### src/rtl/pipelined_addsub_unit.sv
// Pipelined add/subtract unit with signed/unsigned flags, optional saturation
// and a valid/ready handshake; STAGES register slots, one op per cycle.
module pipelined_addsub_unit #(
  parameter int unsigned WIDTH  = 32,
  parameter int unsigned STAGES = 2
) (
  input  logic             clk,
  input  logic             rst,
  input  logic             in_valid,
  output logic             in_ready,
  input  logic             op_sub,
  input  logic             op_signed,
  input  logic             op_sat,
  input  logic [WIDTH-1:0] a,
  input  logic [WIDTH-1:0] b,
  output logic             out_valid,
  input  logic             out_ready,
  output logic [WIDTH-1:0] result,
  output logic             carry_borrow,
  output logic             overflow,
  output logic             zero,
  output logic             negative
);

  typedef struct packed {
    logic [WIDTH-1:0] res;
    logic             cb;
    logic             ov;
    logic             zero;
    logic             neg;
  } beat_t;

  localparam logic [WIDTH-1:0] AllOnes = {WIDTH{1'b1}};
  localparam logic [WIDTH-1:0] MaxPos  = {1'b0, {(WIDTH-1){1'b1}}};
  localparam logic [WIDTH-1:0] MinNeg  = {1'b1, {(WIDTH-1){1'b0}}};

  logic [STAGES-1:0] valid_q;
  beat_t             slot_q [STAGES];
  logic [STAGES-1:0] load;

  logic [WIDTH-1:0]  b_eff;
  logic [WIDTH:0]    raw;
  logic              sign_a;
  logic              sign_b;
  logic              sign_r;
  logic              cb_d;
  logic              ov_d;
  logic [WIDTH-1:0]  res_d;
  beat_t             beat_d;

  // Everything is resolved at accept time; the slots only carry the finished beat.
  always_comb begin
    b_eff  = op_sub ? ~b : b;
    raw    = {1'b0, a} + {1'b0, b_eff} + {{WIDTH{1'b0}}, op_sub};
    sign_a = a[WIDTH-1];
    sign_b = b[WIDTH-1];
    sign_r = raw[WIDTH-1];
    cb_d   = op_sub ? ~raw[WIDTH] : raw[WIDTH];
    if (op_sub) begin
      ov_d = (sign_a != sign_b) && (sign_r != sign_a);
    end else begin
      ov_d = (sign_a == sign_b) && (sign_r != sign_a);
    end

    res_d = raw[WIDTH-1:0];
    if (op_sat) begin
      if (op_signed) begin
        if (ov_d) begin
          res_d = sign_a ? MinNeg : MaxPos;
        end
      end else if (cb_d) begin
        res_d = op_sub ? '0 : AllOnes;
      end
    end

    beat_d.res  = res_d;
    beat_d.cb   = cb_d;
    beat_d.ov   = ov_d;
    beat_d.zero = (res_d == '0);
    beat_d.neg  = res_d[WIDTH-1];
  end

  // A slot may load when it, or any slot downstream of it, is empty, or the sink is ready.
  always_comb begin
    logic room;
    load = '0;
    room = out_ready;
    for (int i = int'(STAGES) - 1; i >= 0; i--) begin
      room    = room | ~valid_q[i];
      load[i] = room;
    end
  end

  assign in_ready = load[0];

  always_ff @(posedge clk or posedge rst) begin
    if (rst) begin
      valid_q <= '0;
      for (int i = 0; i < int'(STAGES); i++) begin
        slot_q[i] <= '0;
      end
    end else begin
      if (load[0]) begin
        valid_q[0] <= in_valid;
        if (in_valid) begin
          slot_q[0] <= beat_d;
        end
      end
      for (int i = 1; i < int'(STAGES); i++) begin
        if (load[i]) begin
          valid_q[i] <= valid_q[i-1];
          if (valid_q[i-1]) begin
            slot_q[i] <= slot_q[i-1];
          end
        end
      end
    end
  end

  assign out_valid    = valid_q[STAGES-1];
  assign result       = slot_q[STAGES-1].res;
  assign carry_borrow = slot_q[STAGES-1].cb;
  assign overflow     = slot_q[STAGES-1].ov;
  assign zero         = slot_q[STAGES-1].zero;
  assign negative     = slot_q[STAGES-1].neg;

endmodule

### config.mk
export PLATFORM = sky130hd
export DESIGN_NAME = pipelined_addsub_unit
export DESIGN_NICKNAME = d
export VERILOG_FILES = /design/src/rtl/pipelined_addsub_unit.sv
export SDC_FILE = /design/constraint.sdc
export NUM_CORES = 1
export LEC_CHECK = 0
export CAP_MARGIN = 15
export CORE_ASPECT_RATIO = 1.75
export CORE_MARGIN = 8
export CORE_UTILIZATION = 35
export CTS_CLUSTER_SIZE = 8
export DETAILED_ROUTE_END_ITERATION = 10
export DONT_BUFFER_PORTS = 1
export PLACE_DENSITY = 0.49
export SETUP_SLACK_MARGIN = 0.5
export SLEW_MARGIN = 10
export SYNTH_ARGS = -nofsm -noshare
export SYNTH_HDL_FRONTEND = slang
export SYNTH_SLANG_ARGS = --single-unit
### constraint.sdc
create_clock -name clk -period 2.1 [get_ports clk]
set_input_delay 0.42 -clock clk [delete_from_list [all_inputs] [get_ports clk]]
set_output_delay 0.42 -clock clk [all_outputs]
set_load 0.01 [all_outputs]
# [Word-level counts from Yosys, hierarchy flattened]
# Cells that the tools add are included.
[classes] n_addsub=2 n_eq_ne=3 mux=9 n_bitwise=6 reduce_logical=5
[ops] cell="$mux 32" count=7
[ops] cell="$add 32x32->33" count=1
[ops] cell="$add 33x1->33" count=1
[ops] cell="$logic_not 32->1" count=1
[ops] cell="$not 32->32" count=1
[ops] cell="$reduce_and 2->1" count=2
[ops] cell="$not 1->1" count=3
[ops] cell="$logic_and 1x1->1" count=2
[ops] cell="$mux 1" count=2
[ops] cell="$ne 1x1->1" count=2
[ops] cell="$or 1x1->1" count=2
[ops] cell="$eq 1x1->1" count=1
[word_totals] regBits=74 elab_cells=37

# [Longest topological paths before layout]
# Gate-level depths: netlist of the first run.
[logic_depth] ltp_word=11 depth_mapped=15 mapped_depth_nobuf=13

# [Worst setup path before layout of the first run]
# OpenSTA, ideal clock, no wires.
[synth_timing] path_type="input to register" from="in op_sub" to="reg slot_q[37] (netlist bit)" arrival_ps=3630 required_ps=2034 slack_ps=-1596 cell_stages=14 n_path_buf=2 cell_sequence="buf_6 clkbuf_1 xor2_1 fa_1 a21o_1 a21oi_1 xnor2_1 or3_1 a2111o_1 nor4b_2 o221ai_1 nor4_1 a31o_1 a41o_1"
[synth_via] elab_chain_cells=10 elab_cells_between_ends=15
[synth_lines] element="from (decl)" line="11" text="input logic op_sub,"
[synth_lines] element="$mux 32" line="53" text="b_eff = op_sub ? ~b : b;"
[synth_lines] element="$add 32x32->33" line="54" text="raw = {1'b0, a} + {1'b0, b_eff} + {{WIDTH{1'b0}}, op_sub};"
[synth_lines] element="$add 33x1->33" line="54"
[synth_lines] element="$ne 1x1->1" line="60, 62"
[synth_lines] element="$logic_and 1x1->1 (on tied branches)" line="62, 60"
[synth_lines] element="$mux 1" line="59" text="if (op_sub) begin"
[synth_lines] element="$mux 32" line="68" text="if (ov_d) begin"
[synth_lines] element="$mux 32" line="67" text="if (op_signed) begin"
[synth_lines] element="$mux 32 (*)" line="66" text="if (op_sat) begin"
[synth_lines] element="$logic_not 32->1 (*)" line="79" text="beat_d.zero = (res_d == '0);"
[synth_lines] element="to (signal, indexed assignment)" line="113" text="slot_q[i] <= slot_q[i-1];"
[synth_lines] element="to (decl)" line="38" text="beat_t slot_q [STAGES];"
# Mark *: on every way between the ends. The rest lies on a longest branch, timed or not.
# A chain may end at the register's enable or synchronous reset.

# [Final worst setup path of the first run]
[layout_timing] from="in b[0]" to="reg slot_q[37] (netlist bit)"
[layout_via] elab_chain_cells=11 elab_cells_between_ends=15
[layout_lines] element="from (decl)" line="15" text="input logic [WIDTH-1:0] b,"
[layout_lines] element="$not 32->32" line="53"
[layout_lines] element="$mux 32 (*)" line="53"
[layout_lines] element="$add 32x32->33 (*)" line="54"
[layout_lines] element="$add 33x1->33 (*)" line="54"
[layout_lines] element="$ne 1x1->1" line="60, 62"
[layout_lines] element="$logic_and 1x1->1 (on tied branches)" line="62, 60"
[layout_lines] element="$mux 1" line="59"
[layout_lines] element="$mux 32" line="68"
[layout_lines] element="$mux 32" line="67"
[layout_lines] element="$mux 32 (*)" line="66"
[layout_lines] element="$logic_not 32->1 (*)" line="79"
# Marked as above.

==> reports/results.ini, run 1 <==
[status]
outcome = complete, but fails checks
violations = setup timing

[pwr]
p_total_mw = 6.51
p_leak_nw = 3.25
peakVddDrop_mv = 0.433
powerDensity_nw_per_um2 = 901

[worst_setup_path]
worstPathRequired_ps = 2320
startpoint_type = primary input
worstSetupPathType = in2reg
crit_arrival_ps = 3160
critical_path_peak_fanout = 4
endpoint_kind = flip-flop

[drt]
viasPerCell = 5.13
drt_iter0_drc = 99
routed_wl_um = 14900
antenna_left = 0
wl_per_cell_um = 17.0
dr.pass1.iters = 4
drcViolationCount = 0
vias = 4498

[synth]
synth_edf_count = 0
ys.flop_type = dfrtp_1
synthArstFlopShare = 1.00
yosysUniqueCellTypes = 63
synth_nets = 693
syn-cell-area_um2 = 5340
synth_cells = 590
avgSynthCellArea_um2 = 9.05
ys_seq_area_frac = 0.337
yosysWarnings = 0
ys_seq_elements = 72

[layout]
drive_gt1_frac = 0.412
multi_input_area_um2 = 3640
final_util = 0.476
fillers = 1491
syn_to_final_growth_pct = 35.2
final_nets = 788
n_antenna_cell = 0
seq_area_um2 = 1800

[timing]
hold_violations = 0
rsz0062_at_grt = yes
setup_viol = 35
period_share = 1.40
clock_skew_ps = 8.51
period_needed_ps = 2950
fin_ws_ps = -849
worstMarginPinSlew_ps = 601
drv_slew = 0
max_freq_mhz = 339
max_slew_margin = 0.599

[clock_tree]
cts_root_buf = clkbuf_16
clk_pin_slew_ps = 60
cts_num_sinks = 72
numCtsBuffers = 9
htree_num_levels = 3
cts_tree = built
cts_buffer_depth = 2
clock_latency_ps = 330

[grt]
overflow = 0
antenna_found_initial = 0
met3_usage = 0.0244
busiest_layer = met2
use_met2 = 0.285
grt_pass1_vias = 4900
grtUsageMet1 = 0.170
grt_max_degree = 73
gr-usage-all-layers = 0.155
grt_pass1_wl_um = 24200

[floorplan]
die_h_um = 179
dieArea_um2 = 19600
initial_utilization = 0.352
fp-row-count = 60
core_region_area_um2 = 15200
die_x_um = 109
io_pins = 109

[placement]
dp_hpwl_um = 11800
portBuffers = 0
place_congestion = 0.848
place_ws_ps = -1230

[worst_hold_path]
hold_class = in2async

[flow_run]
drv_cap = 0

==> final timing paths <==
path	endpoint	slack (ps)	startpoint	cells past startpoint
max	slot_q[37]$_DFFE_PP0P_	-850	b[0]	16
min	result[22]$_DFFE_PP0P_	50	rst	2
max reg2reg	slot_q[37]$_DFFE_PP0P_	580	valid_q[1]$_DFFE_PP0P_	5
min reg2reg	slot_q[43]$_DFFE_PP0P_	480	slot_q[43]$_DFFE_PP0P_	2
max in group asynchronous	result[1]$_DFFE_PP0P_	1730	rst	2
min in group clk	valid_q[0]$_DFFE_PP0N_	220	in_valid	1
==> Yosys cell counts, types with 8 or more instances <==
| cell type | count | area (um^2) |
|---|---|---|
| buf_4 | 32 | 240 |
| dfrtp_1 | 72 | 1800 |
| a21o_1 | 8 | 60.1 |
| xor2_1 | 42 | 368 |
| o21ai_1 | 10 | 50.1 |
| nand4_1 | 13 | 81.3 |
| clkbuf_1 | 27 | 101 |
| xnor2_1 | 15 | 131 |
| ha_1 | 31 | 388 |
| nand2_1 | 63 | 236 |
| inv_1 | 10 | 37.5 |
| o21ai_0 | 61 | 305 |
| a21oi_1 | 37 | 185 |
| nor2_1 | 24 | 90.1 |
| mux2_2 | 34 | 383 |
==> cells by family after synthesis <==
family | count (synthesis) | share of synthesized area
flip-flops | 72 | 0.337
multiplexers | 36 | 0.0762
XOR/XNOR | 58 | 0.0966
adder cells (fa/ha/maj) | 32 | 0.0764
AND/OR/NAND/NOR | 150 | 0.137
buffers and inverters | 72 | 0.0750
AO/OA/AOI/OAI | 170 | 0.202
==> timing repair <==
action	CTS	global route
hold buffers	0	0
resized for setup	112	38
pin swaps	46	30
endpoints found under the setup margin	35	35
cloned	3	0
setup buffers	15	6
==> metal layers <==
layer  wire (um)  vias up  share of wire
li1            -     2268              -
met1        5780     2104           0.39
met2        8000      108           0.54
met3         729       18          0.049
met4         375        0          0.025
met5           0        -              0
==> through the flow <==
| stage | setup TNS, ps | area, um^2 | hold slack (ps) | instances |
|---|---|---|---|---|
| after floorplan | -35120 | 5490 | 445 | 590 |
| after global placement | -35280 | 6210 | 416 | 836 |
| after detailed placement | -35730 | 6210 | 419 | 836 |
| after CTS | -22680 | 6970 | 73.2 | 870 |
| after global routing | -29320 | 7220 | 84.1 | 876 |
| final | -24570 | 7220 | 51.1 | 876 |
==> worst max-delay path, stage by stage <==
cell and delay (ps):
mux2i_4 210, inv_2 60, fa_2 340, a21o_1 220, nand4_1 120, buf_4 120, buf_6 90, a211oi_4 60
o211a_1 260, o211ai_1 300, a21oi_1 110, buf_4 160, o211ai_1 200, nor4_2 70, a31o_1 190, a41o_1 230
==> state kept, by name (all words and copies together), names as in the netlist <==
signal / count
zero: 1
carry_borrow: 1
result: 32
overflow: 1
slot_q: 35
valid_q: 2
==> area by class of cell <==
type,instances,area share
clock inverters,6,0.00606
multi-input cells,446,0.504
repair buffers,146,0.169
clock buffers,10,0.0331
well taps,186,0.0322
inverters,10,0.00572
flip-flops and latches,72,0.250
==> cell usage in the layout (no fill, tap or decap), drive strengths merged, types with 3 or more instances in the layout <==
cell	instances
a21boi	3
a21o	8
a21oi	37
a31o	4
a31oi	3
and2	7
and3	6
and4	3
buf	146
clkbuf	10
clkinv	4
dfrtp	72
ha	31
inv	10
mux2	34
nand2	63
nand2b	7
nand3	4
nand4	13
nor2	24
nor2b	3
nor3	6
nor3b	3
o211ai	7
o21a	3
o21ai	71
o21ba	7
o21bai	3
or3	4
xnor2	16
xor2	42
==> power breakdown <==
part	total (mW)	internal (mW)	switching, mW
sequential	2.29	1.85	0.439
clock	1.40	0.834	0.569
combinational	2.82	1.53	1.29
Note: power is estimated with default switching activity, not from simulation.
==> run 2: changes to the inputs <==
--- a/config.mk
+++ b/config.mk
@@ -13,6 +13,7 @@
 export DETAILED_ROUTE_END_ITERATION = 10
 export DONT_BUFFER_PORTS = 1
 export PLACE_DENSITY = 0.49
+export REMOVE_ABC_BUFFERS = 1
 export SETUP_SLACK_MARGIN = 0.5
 export SLEW_MARGIN = 10
 export SYNTH_ARGS = -nofsm -noshare
==> run 2 against run 1 <==
  * The flow still finishes with violations (setup timing)
  * Clock skew decreased by 2.7 ps
  * Sequential cell count unchanged
  * Count of clock-buffer cells in the layout unchanged
  * First-iteration DRC count is 32% higher
  * Critical path type unchanged
  * Critical endpoint unchanged
  * Highest routed layer unchanged
==> reports/results.ini, run 2 (synthesized netlist as in run 1, its figures left out) <==
[status]
outcome = complete, but fails checks
violations = setup timing

[pwr]
p_total_mw = 6.43  ; -1.2%
peakVddDrop_mv = 0.413  ; -4.7%
seqPwrFrac = 0.355  ; +0.003
powerDensity_nw_per_um2 = 942  ; +4.5%
p_int_mw = 4.26  ; +1.0%
switching_share = 0.338  ; -0.0147
switching_power_mw = 2.17  ; -5.3%
clkPwrFrac = 0.257  ; +0.041
p_leak_nw = 3.10  ; -4.7%
p_comb_frac = 0.388  ; -0.045

[floorplan]
io_pins = 109  ; unchanged
core_region_area_um2 = 15200  ; unchanged
dieArea_um2 = 19600  ; unchanged
fp-row-count = 60  ; unchanged
initial_utilization = 0.352  ; unchanged
die_x_um = 109  ; unchanged
die_h_um = 179  ; unchanged

[worst_setup_path]
worstSetupPathType = in2reg
startpoint_type = primary input
crit_arrival_ps = 3200  ; +40 ps
worstPathRequired_ps = 2370  ; +50 ps
critical_path_peak_fanout = 35  ; +31
endpoint_kind = flip-flop

[clock_tree]
clock_latency_ps = 330  ; about the same
cts_root_buf = clkbuf_16
clk_pin_slew_ps = 60  ; about the same
htree_num_levels = 3  ; unchanged
numCtsBuffers = 9  ; unchanged
cts_tree = built
cts_num_sinks = 72  ; unchanged
cts_buffer_depth = 2  ; unchanged

[drt]
viasPerCell = 5.14  ; +0.14%
dr.pass1.iters = 4  ; unchanged
wl_per_cell_um = 17.0  ; +0.25%
routed_wl_um = 14700  ; -1.5%
antenna_left = 0  ; unchanged
vias = 4427  ; -1.6%
drcViolationCount = 0  ; unchanged
drt_iter0_drc = 131  ; +32%

[timing]
clock_skew_ps = 5.85  ; -2.66 ps
max_slew_margin = 0.760  ; +0.162
setup_viol = 35  ; unchanged
hold_violations = 0  ; unchanged
worstMarginPinSlew_ps = 350  ; -250 ps
max_freq_mhz = 341  ; +0.64%
fin_ws_ps = -830  ; +18.7 ps
drv_slew = 0  ; unchanged
period_needed_ps = 2930  ; -18.7 ps
period_share = 1.40  ; -0.00891
rsz0062_at_grt = yes

[placement]
dp.cells = 835  ; -0.12%
portBuffers = 0  ; unchanged
dp_hpwl_um = 12100  ; +2.6%
place_congestion = 0.866  ; +2.2%
place_ws_ps = -1410  ; -188 ps

[layout]
n_antenna_cell = 0  ; unchanged
largest_register_ffs = 35  ; unchanged
finalNonFillerCells = 861  ; -1.7%
final_common_cell = buf_4
syn_to_final_growth_pct = 27.8
drive_gt1_frac = 0.351  ; -0.0605
top_register = slot_q
final_nets = 773  ; -1.9%
layout_common_cells = buf_4 (124), dfrtp_1 (72), nand2_1 (61), xor2_1 (40), mux2_2 (34)

[grt]
gr-usage-all-layers = 0.151  ; -0.00394
grt_max_degree = 37  ; -49%
overflow = 0  ; unchanged
grt_pass1_wl_um = 23200  ; -4.2%
grt_pass1_vias = 4697  ; -4.1%
antenna_found_initial = 0  ; unchanged

[flow_run]
drv_cap = 0  ; unchanged

[worst_hold_path]
hold_class = in2reg

==> run 2: cell types whose count changed in the layout (fill, tap and decap cells not counted), sizes merged <==
cell         previous run  this run
clkinvlp                2         1
inv                    10        11
bufinv                  0         2
dlygate4sd3             0         1
buf                   146       130
clkinv                  4         2
==> run 2: power by group through the flow <==
stage          registers (mW)  clock network (mW)  logic [mW]
2_1_floorplan            2.19                   0        1.37
3_3_place_gp             2.32                   0        2.21
3_5_place_dp             2.33                   0        2.25
4_1_cts                  2.31                1.69        2.31
5_1_grt                  2.36                1.75        2.76
6_report                 2.28                1.65        2.49
==> run 2: worst max-delay path: stages <==
cell	delay [ps]
xor2_1	160
ha_1	350
and3_1	220
and2_1	160
a221oi_2	320
o21ai_2	120
a41oi_4	260
xnor2_4	140
buf_4	150
a22o_4	260
a311o_1	360
a21oi_2	110
a41o_1	160
==> run 2: worst paths after layout <==
kind | from | to | slack [ps] | cells past startpoint
max | op_sub | slot_q[37]$_DFFE_PP0P_ | -830 | 13
min | in_valid | valid_q[0]$_DFFE_PP0N_ | 200 | 1
max reg2reg | valid_q[1]$_DFFE_PP0P_ | slot_q[37]$_DFFE_PP0P_ | 650 | 5
min reg2reg | slot_q[55]$_DFFE_PP0P_ | slot_q[55]$_DFFE_PP0P_ | 470 | 2
max in group asynchronous | rst | valid_q[0]$_DFFE_PP0N_ | 990 | 3
min in group asynchronous | rst | slot_q[49]$_DFFE_PP0P_ | 490 | 2
==> run 2: area by class of cell <==
class / count / area [um^2]
clock inverter: 6 / 90.1
fill: 1534 / 8340
sequential: 72 / 1800
inverter: 10 / 37.5
clock buffer: 10 / 239
tap: 186 / 233
timing repair buffer: 131 / 1040
multi-input combinational: 446 / 3380
==> run 2: per-stage QoR <==
| stage | utilization | hold slack (ps) | instance area, um^2 | setup TNS (ps) |
|---|---|---|---|---|
| 6_report | 0.450 | 203 | 6830 | -22940 |
| 5_1_grt | 0.450 | 210 | 6830 | -26550 |
| 2_1_floorplan | - | 445 | 4980 | -39550 |
| 3_5_place_dp | 0.405 | 272 | 6140 | -38170 |
| 4_1_cts | 0.433 | 192 | 6570 | -25930 |
| 3_3_place_gp | 0.405 | 264 | 6140 | -37450 |
==> run 2: metal layers <==
metal / wire, um / global-route usage / vias up
met5: 0 / 0 / -
met4: 461 / 0.0730 / 0
met3: 636 / 0.0287 / 21
met2: 7960 / 0.277 / 83
met1: 5610 / 0.160 / 2091
li1: - / - / 2232
==> run 2: repair_timing <==
item,4_1_cts,5_1_grt
buffers inserted,3,6
pin swaps,6,19
hold buffers,1,0
endpoints found under the hold margin,11,0
gates resized for setup,13,75
setup endpoints to repair,35,35
